## src/rtl/clkdiv_multi_pkg.sv

```systemverilog
// Shared types, constants and output-level helpers for the multi-channel divider.
package clkdiv_multi_pkg;

   // Output style of a channel: square wave or single-cycle strobe.
   typedef enum logic {
      MODE_TOGGLE = 1'b0,
      MODE_PULSE  = 1'b1
   } mode_e;

   // Terminal count every channel starts from after reset.
   localparam int unsigned DEFAULT_FINAL_C = 13_500;

   // Level clk_out takes on a wrap cycle.
   function automatic logic wrap_level(input mode_e mode, input logic cur);
      logic lvl;
      case (mode)
         MODE_TOGGLE: lvl = ~cur;
         MODE_PULSE:  lvl = 1'b1;
         default:     lvl = 1'b0;
      endcase
      return lvl;
   endfunction

   // Level clk_out takes on a non-wrap cycle.
   function automatic logic hold_level(input mode_e mode, input logic cur);
      logic lvl;
      case (mode)
         MODE_TOGGLE: lvl = cur;
         MODE_PULSE:  lvl = 1'b0;
         default:     lvl = 1'b0;
      endcase
      return lvl;
   endfunction

endpackage

```

## src/rtl/clkdiv_multi_channel.sv

```systemverilog
// One divider channel: wrap counter, shadow/pending config and registered outputs.
// A pending config is applied only on a wrap or while disabled, so the output
// never sees a shortened period; a mode change restarts the channel from zero.
module clkdiv_multi_channel
   import clkdiv_multi_pkg::*;
#(
   parameter int                CNT_W     = 24,
   parameter logic [CNT_W-1:0]  RST_FINAL = {CNT_W{1'b0}}
) (
   input  logic             clk_in,
   input  logic             rst,
   input  logic             en_i,
   input  logic             wr_i,
   input  logic [CNT_W-1:0] cfg_final_i,
   input  logic             cfg_mode_i,
   output logic             pending_o,
   output logic             clk_out_o,
   output logic             tick_o
);

   localparam logic [CNT_W-1:0] ZERO_C = {CNT_W{1'b0}};
   localparam logic [CNT_W-1:0] ONE_C  = {{(CNT_W-1){1'b0}}, 1'b1};

   logic [CNT_W-1:0] count_q, count_d;
   logic [CNT_W-1:0] final_q, final_d;
   logic [CNT_W-1:0] shadow_final_q, shadow_final_d;
   mode_e            mode_q, mode_d;
   mode_e            shadow_mode_q, shadow_mode_d;
   logic             pending_q, pending_d;
   logic             clk_out_q, clk_out_d;
   logic             tick_q, tick_d;
   logic             wrap_s;
   logic             apply_s;

   assign wrap_s  = en_i & (count_q == final_q);
   assign apply_s = pending_q & (wrap_s | ~en_i);

   // Next-state: count/outputs first, then config apply (may override) or capture.
   always_comb begin
      count_d        = count_q;
      final_d        = final_q;
      mode_d         = mode_q;
      shadow_final_d = shadow_final_q;
      shadow_mode_d  = shadow_mode_q;
      pending_d      = pending_q;
      clk_out_d      = clk_out_q;
      tick_d         = 1'b0;

      if (!en_i) begin
         count_d   = ZERO_C;
         tick_d    = 1'b0;
         clk_out_d = 1'b0;
      end else if (wrap_s) begin
         count_d   = ZERO_C;
         tick_d    = 1'b1;
         clk_out_d = wrap_level(mode_q, clk_out_q);
      end else begin
         count_d   = count_q + ONE_C;
         tick_d    = 1'b0;
         clk_out_d = hold_level(mode_q, clk_out_q);
      end

      if (apply_s) begin
         final_d   = shadow_final_q;
         mode_d    = shadow_mode_q;
         pending_d = 1'b0;
         if (shadow_mode_q != mode_q) begin
            clk_out_d = 1'b0;
            count_d   = ZERO_C;
         end else begin
            clk_out_d = clk_out_d;
         end
      end else if (wr_i) begin
         shadow_final_d = cfg_final_i;
         shadow_mode_d  = mode_e'(cfg_mode_i);
         pending_d      = 1'b1;
      end else begin
         pending_d = pending_q;
      end
   end

   // State registers with synchronous active-low reset; reset drops any pending write.
   always_ff @(posedge clk_in) begin
      if (!rst) begin
         count_q        <= ZERO_C;
         final_q        <= RST_FINAL;
         mode_q         <= MODE_TOGGLE;
         shadow_final_q <= RST_FINAL;
         shadow_mode_q  <= MODE_TOGGLE;
         pending_q      <= 1'b0;
         clk_out_q      <= 1'b0;
         tick_q         <= 1'b0;
      end else begin
         count_q        <= count_d;
         final_q        <= final_d;
         mode_q         <= mode_d;
         shadow_final_q <= shadow_final_d;
         shadow_mode_q  <= shadow_mode_d;
         pending_q      <= pending_d;
         clk_out_q      <= clk_out_d;
         tick_q         <= tick_d;
      end
   end

   assign pending_o = pending_q;
   assign clk_out_o = clk_out_q;
   assign tick_o    = tick_q;

endmodule

```

## src/rtl/clkdiv_multi.sv

```systemverilog
// Multi-channel clock divider / tick generator: config decode, ready mux, channel array.
// Writes to a channel index beyond NUM_CH are accepted and discarded.
module clkdiv_multi
   import clkdiv_multi_pkg::*;
#(
   parameter int          NUM_CH        = 4,
   parameter int          CNT_W         = 24,
   parameter int unsigned DEFAULT_FINAL = DEFAULT_FINAL_C,
   parameter int          CH_W          = 2
) (
   input  logic              clk_in,
   input  logic              rst,
   input  logic [NUM_CH-1:0] en,
   input  logic              cfg_valid,
   output logic              cfg_ready,
   input  logic [CH_W-1:0]   cfg_ch,
   input  logic [CNT_W-1:0]  cfg_final,
   input  logic              cfg_mode,
   output logic [NUM_CH-1:0] clk_out,
   output logic [NUM_CH-1:0] tick
);

   logic [NUM_CH-1:0] pending_s;
   logic [NUM_CH-1:0] wr_s;
   logic [NUM_CH-1:0] clk_out_s;
   logic [NUM_CH-1:0] tick_s;

   // Ready is the inverse of the addressed channel's pending flag; unmapped channels are always ready.
   always_comb begin
      cfg_ready = 1'b1;
      for (int i = 0; i < NUM_CH; i++) begin
         cfg_ready = (cfg_ch == CH_W'(i)) ? ~pending_s[i] : cfg_ready;
      end
   end

   // One-hot write strobe to the addressed channel on an accepted handshake.
   always_comb begin
      wr_s = {NUM_CH{1'b0}};
      for (int i = 0; i < NUM_CH; i++) begin
         wr_s[i] = cfg_valid & cfg_ready & (cfg_ch == CH_W'(i));
      end
   end

   for (genvar g = 0; g < NUM_CH; g++) begin : g_ch
      clkdiv_multi_channel #(
         .CNT_W     (CNT_W),
         .RST_FINAL (CNT_W'(DEFAULT_FINAL))
      ) u_ch (
         .clk_in      (clk_in),
         .rst         (rst),
         .en_i        (en[g]),
         .wr_i        (wr_s[g]),
         .cfg_final_i (cfg_final),
         .cfg_mode_i  (cfg_mode),
         .pending_o   (pending_s[g]),
         .clk_out_o   (clk_out_s[g]),
         .tick_o      (tick_s[g])
      );
   end

   assign clk_out = clk_out_s;
   assign tick    = tick_s;

endmodule

```

## config.mk

```make
export PLATFORM = sky130hd
export DESIGN_NAME = clkdiv_multi
export DESIGN_NICKNAME = d
export VERILOG_FILES = /design/src/rtl/clkdiv_multi_pkg.sv /design/src/rtl/clkdiv_multi_channel.sv /design/src/rtl/clkdiv_multi.sv
export SDC_FILE = /design/constraint.sdc
export NUM_CORES = 1
export LEC_CHECK = 0
export CELL_PAD_IN_SITES_DETAIL_PLACEMENT = 0
export CELL_PAD_IN_SITES_GLOBAL_PLACEMENT = 2
export CORE_MARGIN = 3
export CORE_UTILIZATION = 36
export CTS_BUF_LIST = sky130_fd_sc_hd__clkbuf_2
export CTS_CLUSTER_DIAMETER = 30
export DETAILED_ROUTE_END_ITERATION = 12
export PLACE_DENSITY_LB_ADDON = 0.3
export SYNTH_ARGS = -nofsm -noshare
export SYNTH_HDL_FRONTEND = slang
export SYNTH_SLANG_ARGS = --single-unit
```

## constraint.sdc

```tcl
create_clock -name clk_in -period 1.6 [get_ports clk_in]
set_input_delay 0.32 -clock clk_in [delete_from_list [all_inputs] [get_ports clk_in]]
set_output_delay 0.32 -clock clk_in [all_outputs]
set_load 0.01 [all_outputs]
```

==> run summary, run 1 <==
The flow ran to the end, but the final reports show violations. The checks that failed: setup timing. Data on the critical path arrives at its endpoint at 1.97 ns. The routed length on met3 came out at 1720 µm. TritonCTS built the clock tree. Entering global routing, the biggest net connects 39 pins.

The worst voltage drop across the vdd grid came out at 0.454 mV. The number of nets with antenna violations after routing is 0. The worst setup path is of the reg2out kind. The area of the placeable core is 0.0369 mm². The number of buffers created by CTS is 95. The area of the die is 0.0401 mm². In this run, synthesis inferred 0 flip-flops with an integrated enable. The number of H-tree levels came out at 3. The routability congestion estimate is 0.762. The number of DRC violations after detailed routing came out at 0. The analysis attributes to cell leakage a power of 6.68 nW. The initial antenna violation count came out at 2.

The met2 wire length came out at 17,300 µm. The detailed router put a total of 17,300 µm of wire on met1. Once the floorplan was initialized, standard cells occupied 36.8% of the core. The top-area cell type share of the netlist area is 45.4%. The HPWL after detailed placement came out at 24,000 µm.

The path class of the tightest hold or removal check is in2reg. The post-synthesis register bit count came out at 308. STA classifies the critical path endpoint as an output port. The global routing usage summed across all routing layers came out at 18.8%. The fmax came out at 436 MHz. The final max-slew violation count is 0. The total count of hold-check failures in the final report came to 0. Port buffering added 42 buffers. The worst-case setup margin in the final layout is -0.694 ns.

For the worst flop-to-flop path, the logic depth is 8. The total number of vias came out at 11.2k. The mean cell area of the mapped netlist is 8.75 µm².

The tree is rooted in a sky130_fd_sc_hd__clkbuf_2. The final number of setup-violating endpoints is 215. The synthesized net count came out at 1,590. Counting I/O delays and the setup requirement, the final critical path takes 2.29 ns. Among all flip-flop cells after synthesis, the most frequent one is sky130_fd_sc_hd__dfxtp_1.

After detailed routing, the number of vias per cell comes to 4.62. The proportion of layout cells with a drive suffix above 1 is 31.6%. The post-CTS clock slew at the launch and capture registers of the worst setup and hold paths came out at 0.09 ns. The post-synthesis instance area came out at 0.0136 mm². The number of I/O pins is 43.

In the finished design, the share of the clock period the worst path needs comes to 143%. The count of different cell masters after synthesis is 45. The total overflow left after global routing is 0. The sequential cell area fraction in the yosys report is 45.4%. For the worst setup path, the data required time is 1.28 ns.

The average detailed-routed wire length per instance is 15.3 µm. After synthesis, the cell types taking the most area are sky130_fd_sc_hd__dfxtp_1, sky130_fd_sc_hd__nand2_1, sky130_fd_sc_hd__xnor2_1. The global-route wire length before repair is 61,000 µm.

The first detailed-routing pass took 7 iterations. The number of placed instances, taps included is 2,198. The first routing iteration left 452 violations.

The cell area reported after detailed placement came out at 0.0159 mm². The number of sinks driven by the clock tree is 308. The worst setup path is launched from a flop.

In this run the tightest slew margin relative to its limit is 70.5%. The final standard cell utilization of the core came out at 49.9%. The cell depth of the worst min-delay path came out at 3. The horizontal die dimension is 200 µm.

In the final design database the tool counted 1,883 nets. Along the worst path, the maximum fanout reaches 2. The post-route non-filler standard cell count came out at 2,428. The buffer depth of the longest clock path came out at 3. sky130_fd_sc_hd__dfxtp_1 takes more of the synthesized area than any other cell.

The number of cells produced by synthesis came out at 1,552. The height of the die is 200 µm. The final instance area came out at 0.0184 mm². The library cell used most frequently in the layout, excluding fill and tap cells, is sky130_fd_sc_hd__nand2_1. Of all flip-flops after synthesis, the portion carrying an async set or reset was 0%. The via count of the first global-routing pass was 11.5k.

In this run the power density over the cells is 816 mW/mm². The total wire length came out at 37,200 µm. During synthesis, Yosys emitted a total of 0 warnings. The clock reaches the later pin of the worst-skew pair after 0.97 ns. The area added between synthesis and finish is 35.5%. Across the routed clock network, the largest skew measured is 0.0892 ns. The number of core rows came out at 70. Setup repair after global routing could not meet its margin everywhere. The top routing layer in use is met5.

The number of max-cap violations came out at 0. The top cell types in the final layout, fill and taps aside, are sky130_fd_sc_hd__nand2_1, sky130_fd_sc_hd__dfxtp_1, sky130_fd_sc_hd__buf_4. The actual transition at the worst max-transition pin came out at 0.441 ns.
logic make-up after synthesis:
| logic type | after synthesis | synth area share, % |
|---|---|---|
| multiplexers | 101 | 7.53 |
| adder cells (fa/ha/maj) | 4 | 0.368 |
| XOR/XNOR | 183 | 11.8 |
| flip-flops | 308 | 45.4 |
| AND/OR/NAND/NOR | 761 | 26.3 |
| AO/OA/AOI/OAI | 90 | 4.74 |
| buffers and inverters | 105 | 3.83 |
routing by layer:
layer  GRT usage [%]  vias to the layer above
li1                -                     5756
met3            4.49                       65
met4            6.07                        2
met1            24.9                     5231
met5               0                        -
met2            30.3                      163
where the power goes:
group	internal, mW	leakage [nW]	switching [mW]
Clock	2.42	0.654	3.56
Combinational	0.550	3.51	0.627
Sequential	7.78	2.52	0.0799
cell type report:
type,count,area (µm²)
Antenna cell,1,2.50
Clock inverter,44,211
Inverter,15,56.3
Clock buffer,131,656
Sequential cell,308,6250
Fill cell,3548,18500
Tap cell,504,631
Multi-Input combinational cell,1139,7680
Timing Repair Buffer,286,2910
worst paths after layout:
kind                                                  endpoint  slack [ns]                                   from
setup / recovery                                     cfg_ready       -0.69    g_ch[2].u_ch.pending_o$_SDFFE_PP0P_
hold reg to reg             g_ch[0].u_ch.count_q[0]$_SDFF_PN0_        0.45     g_ch[0].u_ch.count_q[0]$_SDFF_PN0_
hold / removal    g_ch[1].u_ch.shadow_final_q[19]$_SDFFE_PN0P_        0.15                          cfg_final[19]
setup reg to reg             g_ch[3].u_ch.clk_out_o$_SDFF_PN0_       -0.45  g_ch[3].u_ch.final_q[23]$_SDFFE_PN0P_
critical path, cell delays in order (launching register included):
cell and delay [ns]:
sky130_fd_sc_hd__dfxtp_2 0.34, sky130_fd_sc_hd__mux4_2 0.50, sky130_fd_sc_hd__inv_2 0.07, sky130_fd_sc_hd__buf_6 0.09
stage by stage:
| step | setup slack (ns) | setup TNS (ns) | total power [mW] | hold slack (ns) |
|---|---|---|---|---|
| floorplan | -0.101 | -6.02 | 8.52 | 0.426 |
| global placement | -0.700 | -74.35 | 8.96 | 0.423 |
| detailed placement | -0.697 | -79.89 | 8.97 | 0.432 |
| CTS | -0.850 | -57.08 | 15.3 | 0.0202 |
| global route | -0.819 | -76.37 | 15.9 | 0.0525 |
| finish | -0.694 | -53.57 | 15.0 | 0.148 |
repair_timing:
item                       4_1_cts  5_1_grt
buffers inserted                32       11
hold buffers                     7        0
pin swaps                       70       79
setup endpoints to repair      213      215
hold endpoints to repair       146        0
resized for setup              144      197
gates cloned                    21        3
state kept, by name, summed over array words and instances, names as in the netlist:
name	cells
g_ch.u_ch.clk_out_o	4
g_ch.u_ch.count_q	96
g_ch.u_ch.final_q	96
g_ch.u_ch.mode_q	4
g_ch.u_ch.pending_o	4
g_ch.u_ch.shadow_final_q	96
g_ch.u_ch.shadow_mode_q	4
g_ch.u_ch.tick_o	4
cell usage after synthesis, types with 2 or more instances:
master	instances
sky130_fd_sc_hd__nand3_1	61
sky130_fd_sc_hd__buf_4	12
sky130_fd_sc_hd__nor4_1	7
sky130_fd_sc_hd__xnor2_1	121
sky130_fd_sc_hd__or3_1	4
sky130_fd_sc_hd__clkbuf_1	58
sky130_fd_sc_hd__nor4bb_1	3
sky130_fd_sc_hd__a21boi_0	65
sky130_fd_sc_hd__nor3b_1	4
sky130_fd_sc_hd__and4_1	11
sky130_fd_sc_hd__nor3_2	5
sky130_fd_sc_hd__nor2b_1	68
sky130_fd_sc_hd__nand2b_1	2
sky130_fd_sc_hd__a21o_1	3
sky130_fd_sc_hd__inv_1	15
sky130_fd_sc_hd__a21oi_1	9
sky130_fd_sc_hd__mux2i_1	100
sky130_fd_sc_hd__nand2_1	378
sky130_fd_sc_hd__nand3b_1	4
sky130_fd_sc_hd__o21ai_0	5
sky130_fd_sc_hd__nor4_4	4
sky130_fd_sc_hd__buf_6	9
sky130_fd_sc_hd__nor2_1	131
sky130_fd_sc_hd__nor4_2	4
sky130_fd_sc_hd__and3_1	10
sky130_fd_sc_hd__ha_1	4
sky130_fd_sc_hd__and2_1	5
sky130_fd_sc_hd__nor3_1	12
sky130_fd_sc_hd__nor3b_2	2
sky130_fd_sc_hd__a31o_1	3
sky130_fd_sc_hd__xor2_1	62
sky130_fd_sc_hd__buf_2	10
sky130_fd_sc_hd__dfxtp_1	308
sky130_fd_sc_hd__nand4_1	40
sky130_fd_sc_hd__a21boi_1	3
(Power assumes the default switching activity.)
==> run 2, diff against run 1 <==
==> constraint.sdc (replaced) <==
create_clock -name clk_in -period 2.1 [get_ports clk_in]
set_input_delay 0.42 -clock clk_in [delete_from_list [all_inputs] [get_ports clk_in]]
set_output_delay 0.42 -clock clk_in [all_outputs]
set_load 0.01 [all_outputs]
==> run summary, run 2 (synthesized netlist as in run 1, its figures left out) <==
The post-route non-filler standard cell count is 2,229 (-8.2%). The worst relative slew slack is 67.1% (-3.4 points). The largest net degree at the start of global routing came out at 72 (+85%).

The worst voltage drop across the vdd grid came out at 0.325 mV (-28%). The slowest stage of the critical path is the sky130_fd_sc_hd__mux4_2 cell. The total power draw came out at 11.4 mW (-24%).

The worst-skew pair later-pin latency was 0.92 ns (-0.05 ns). The total overflow reported by the global router came out at 0 (unchanged). TritonCTS built the clock tree. The share of the clock period used by the worst path is 111%. The number of post-CTS setup repair buffers is 0 (-100%).

The final max-slew violation count came out at 0 (unchanged). The final number of setup-violating endpoints came out at 1 (-99.5%). For this run, the top clock speed supported by timing is 428 MHz. STA classifies the critical path endpoint as an output port.

The cell at the root of the clock tree is sky130_fd_sc_hd__clkbuf_2. The critical path goes through mux4_2, inv_1, buf_2. The buffer depth of the longest clock path is 3 (unchanged). The startpoint of the most critical setup path is g_ch[0].u_ch.pending_o$_SDFFE_PP0P_.

The initial standard-cell utilization of the core came out at 36.8% (unchanged). The number of core rows is 70 (unchanged). The number of H-tree levels is 3 (unchanged).

The average vias per placed instance is 4.62 (+0.11%). The clock period minus worst slack came out at 2.34 ns. The maximum clock skew at final layout was 0.0538 ns (-0.0354 ns).

The post-CTS clock slew at the launch and capture registers of the worst setup and hold paths is 0.10 ns (about the same). The final standard cell utilization of the core came out at 42.7% (-7.2 points). The height of the die is 200 µm (unchanged). The cell-internal power is 8.32 mW (-23%). The maximum cell stage delay along the critical path came out at 0.45 ns (-0.05 ns).

The number of buffers created by CTS is 90 (-5.3%). The number of buffers added on ports is 42 (unchanged). The required time reported for the critical path endpoint was 1.68 ns (+0.40 ns). The run finished, with violations left. The power per cell area is 721 mW/mm² (-12%). Setup repair after global routing could not meet its margin everywhere. The worst-case setup margin in the final layout is -0.238 ns (+0.457 ns). In the layout the commonest cells are sky130_fd_sc_hd__nand2_1, sky130_fd_sc_hd__dfxtp_1, sky130_fd_sc_hd__nor2_1. The relative contribution of combinational cells to total power is 5.8% (-2.0 points). The global-route wire length before repair is 55,000 µm (-9.7%). The average detailed-routed wire length per instance came out at 15.2 µm (-0.93%).

The worst setup slack before clock tree synthesis is -0.337 ns (+0.360 ns). The number of DRC violations after detailed-routing iteration 0 came out at 429 (-5.1%). The first-pass iteration count of the detailed router came to 5 (-2). The clock network power share was 41.4% (+1.6 points). The total negative slack for setup checks came out at -0.238 ns (+53.33 ns).

The number of sinks driven by the clock tree is 308 (unchanged). The highest fanout seen on the critical path came out at 2 (unchanged). The total count of hold-check failures in the final report came out at 0 (unchanged). The area of the die is 0.0401 mm² (unchanged). The startpoint identified for the worst register-to-register timing path is g_ch[1].u_ch.count_q[4]$_SDFF_PN0_. In this run the most critical hold path is launched from en[0]. The critical setup path kind is reg2out. The number of fill cells in the layout came out at 3,806 (+7.3%). The area added between synthesis and finish came out at 15.8%.

Leaving out fill and tap cells, the most frequent cell in the layout is sky130_fd_sc_hd__nand2_1. The actual transition at the worst max-transition pin is 0.492 ns (+0.0509 ns). The HPWL after detailed placement is 23,100 µm (-3.7%). The number of max-cap violations is 0 (unchanged). The layout net count is 1,698 (-9.8%).

The total number of vias came out at 10.3k (-8.1%). In this run the worst hold path is classified as in2reg. The horizontal die dimension came out at 200 µm (unchanged). The total wire length is 33,900 µm (-9.1%). The checks that failed: setup timing. The initial antenna violation count came out at 1 (-1).

The proportion of total power due to net switching came out at 26.7% (-1.7 points). The relative contribution of sequential cells to total power was 52.8% (+0.5 points). The proportion of layout cells with a drive suffix above 1 was 13.6% (-18 points). The number of nets with antenna violations after routing came out at 0 (unchanged). The global routing usage summed across all routing layers was 16.8% (-1.9 points). The worst endpoint data arrival time came out at 1.92 ns (-0.05 ns). The routability congestion estimate was 0.739 (-3.0%). The number of I/O pins is 43 (unchanged). The number of placed instances, taps included is 2,071 (-5.8%).

The static leakage is 5.52 nW (-17%). STA classifies the critical path startpoint as a flop. The number of DRC violations after detailed routing is 0 (unchanged).

The area of the placeable core came out at 0.0369 mm² (unchanged). The via count of the first global-routing pass came out at 10.3k (-10%). The switching power summed over all nets came to 3.03 mW (-29%). The largest registers in the layout are g_ch.u_ch.count_q: 96 flops, g_ch.u_ch.final_q: 96 flops, g_ch.u_ch.shadow_final_q: 96 flops.
run 2: layer usage:
layer / routed length, µm / vias up / global-route usage [%]
li1: - / 5344 / -
met1: 16600 / 4780 / 23.0
met2: 15500 / 134 / 26.6
met3: 1220 / 51 / 3.95
met4: 588 / 0 / 5.17
met5: 0 / - / 0
run 2: through the flow:
stage                     hold slack [ns]  instance area, µm²
after floorplan                     0.435               13600
after global placement              0.447               14800
after detailed placement            0.451               14800
after CTS                          0.0287               15700
after global routing               0.0653               15700
final                               0.158               15700
run 2: final cells by class:
| type | instances | area (µm²) | share of cell area [%] |
|---|---|---|---|
| timing repair buffer | 106 | 1080 | 6.89 |
| antenna | 2 | 5.00 | 0.0318 |
| inverter | 15 | 56.3 | 0.358 |
| clock buffer | 128 | 641 | 4.07 |
| tap | 504 | 631 | 4.01 |
| multi-input combinational | 1139 | 6930 | 44.0 |
| sequential | 308 | 6170 | 39.2 |
| clock inverter | 27 | 214 | 1.36 |
run 2: path summary, 6_finish.rpt:
path / to / slack [ns] / cells after the start
max: cfg_ready / -0.24 / 3
min: g_ch[0].u_ch.tick_o$_SDFF_PN0_ / 0.16 / 3
max reg2reg: g_ch[1].u_ch.final_q[20]$_SDFFE_PN0P_ / 0.15 / 6
min reg2reg: g_ch[2].u_ch.final_q[14]$_SDFFE_PN0P_ / 0.45 / 2
run 2: what timing repair did:
| item | CTS | global route |
|---|---|---|
| hold endpoints to repair | 31 | 0 |
| hold buffers | 1 | 0 |
| pin swaps | 0 | 1 |
| setup endpoints to repair | 9 | 31 |
| gates cloned | 0 | 0 |
| gates resized for setup | 20 | 6 |
run 2: power by group through the flow:
stage	combinational, mW	sequential (mW)	clock (mW)
after floorplan	0.380	6.11	0
after global placement	0.660	6.13	0
after detailed placement	0.665	6.13	0
after CTS	0.668	6.00	4.95
after global routing	0.723	6.01	5.24
final	0.658	6.00	4.70
run 2: critical path: cells and delay by family (launching register included):
family	cells	cell delay, ns
buf+inv	2	0.18
mux	1	0.45
flops	1	0.37
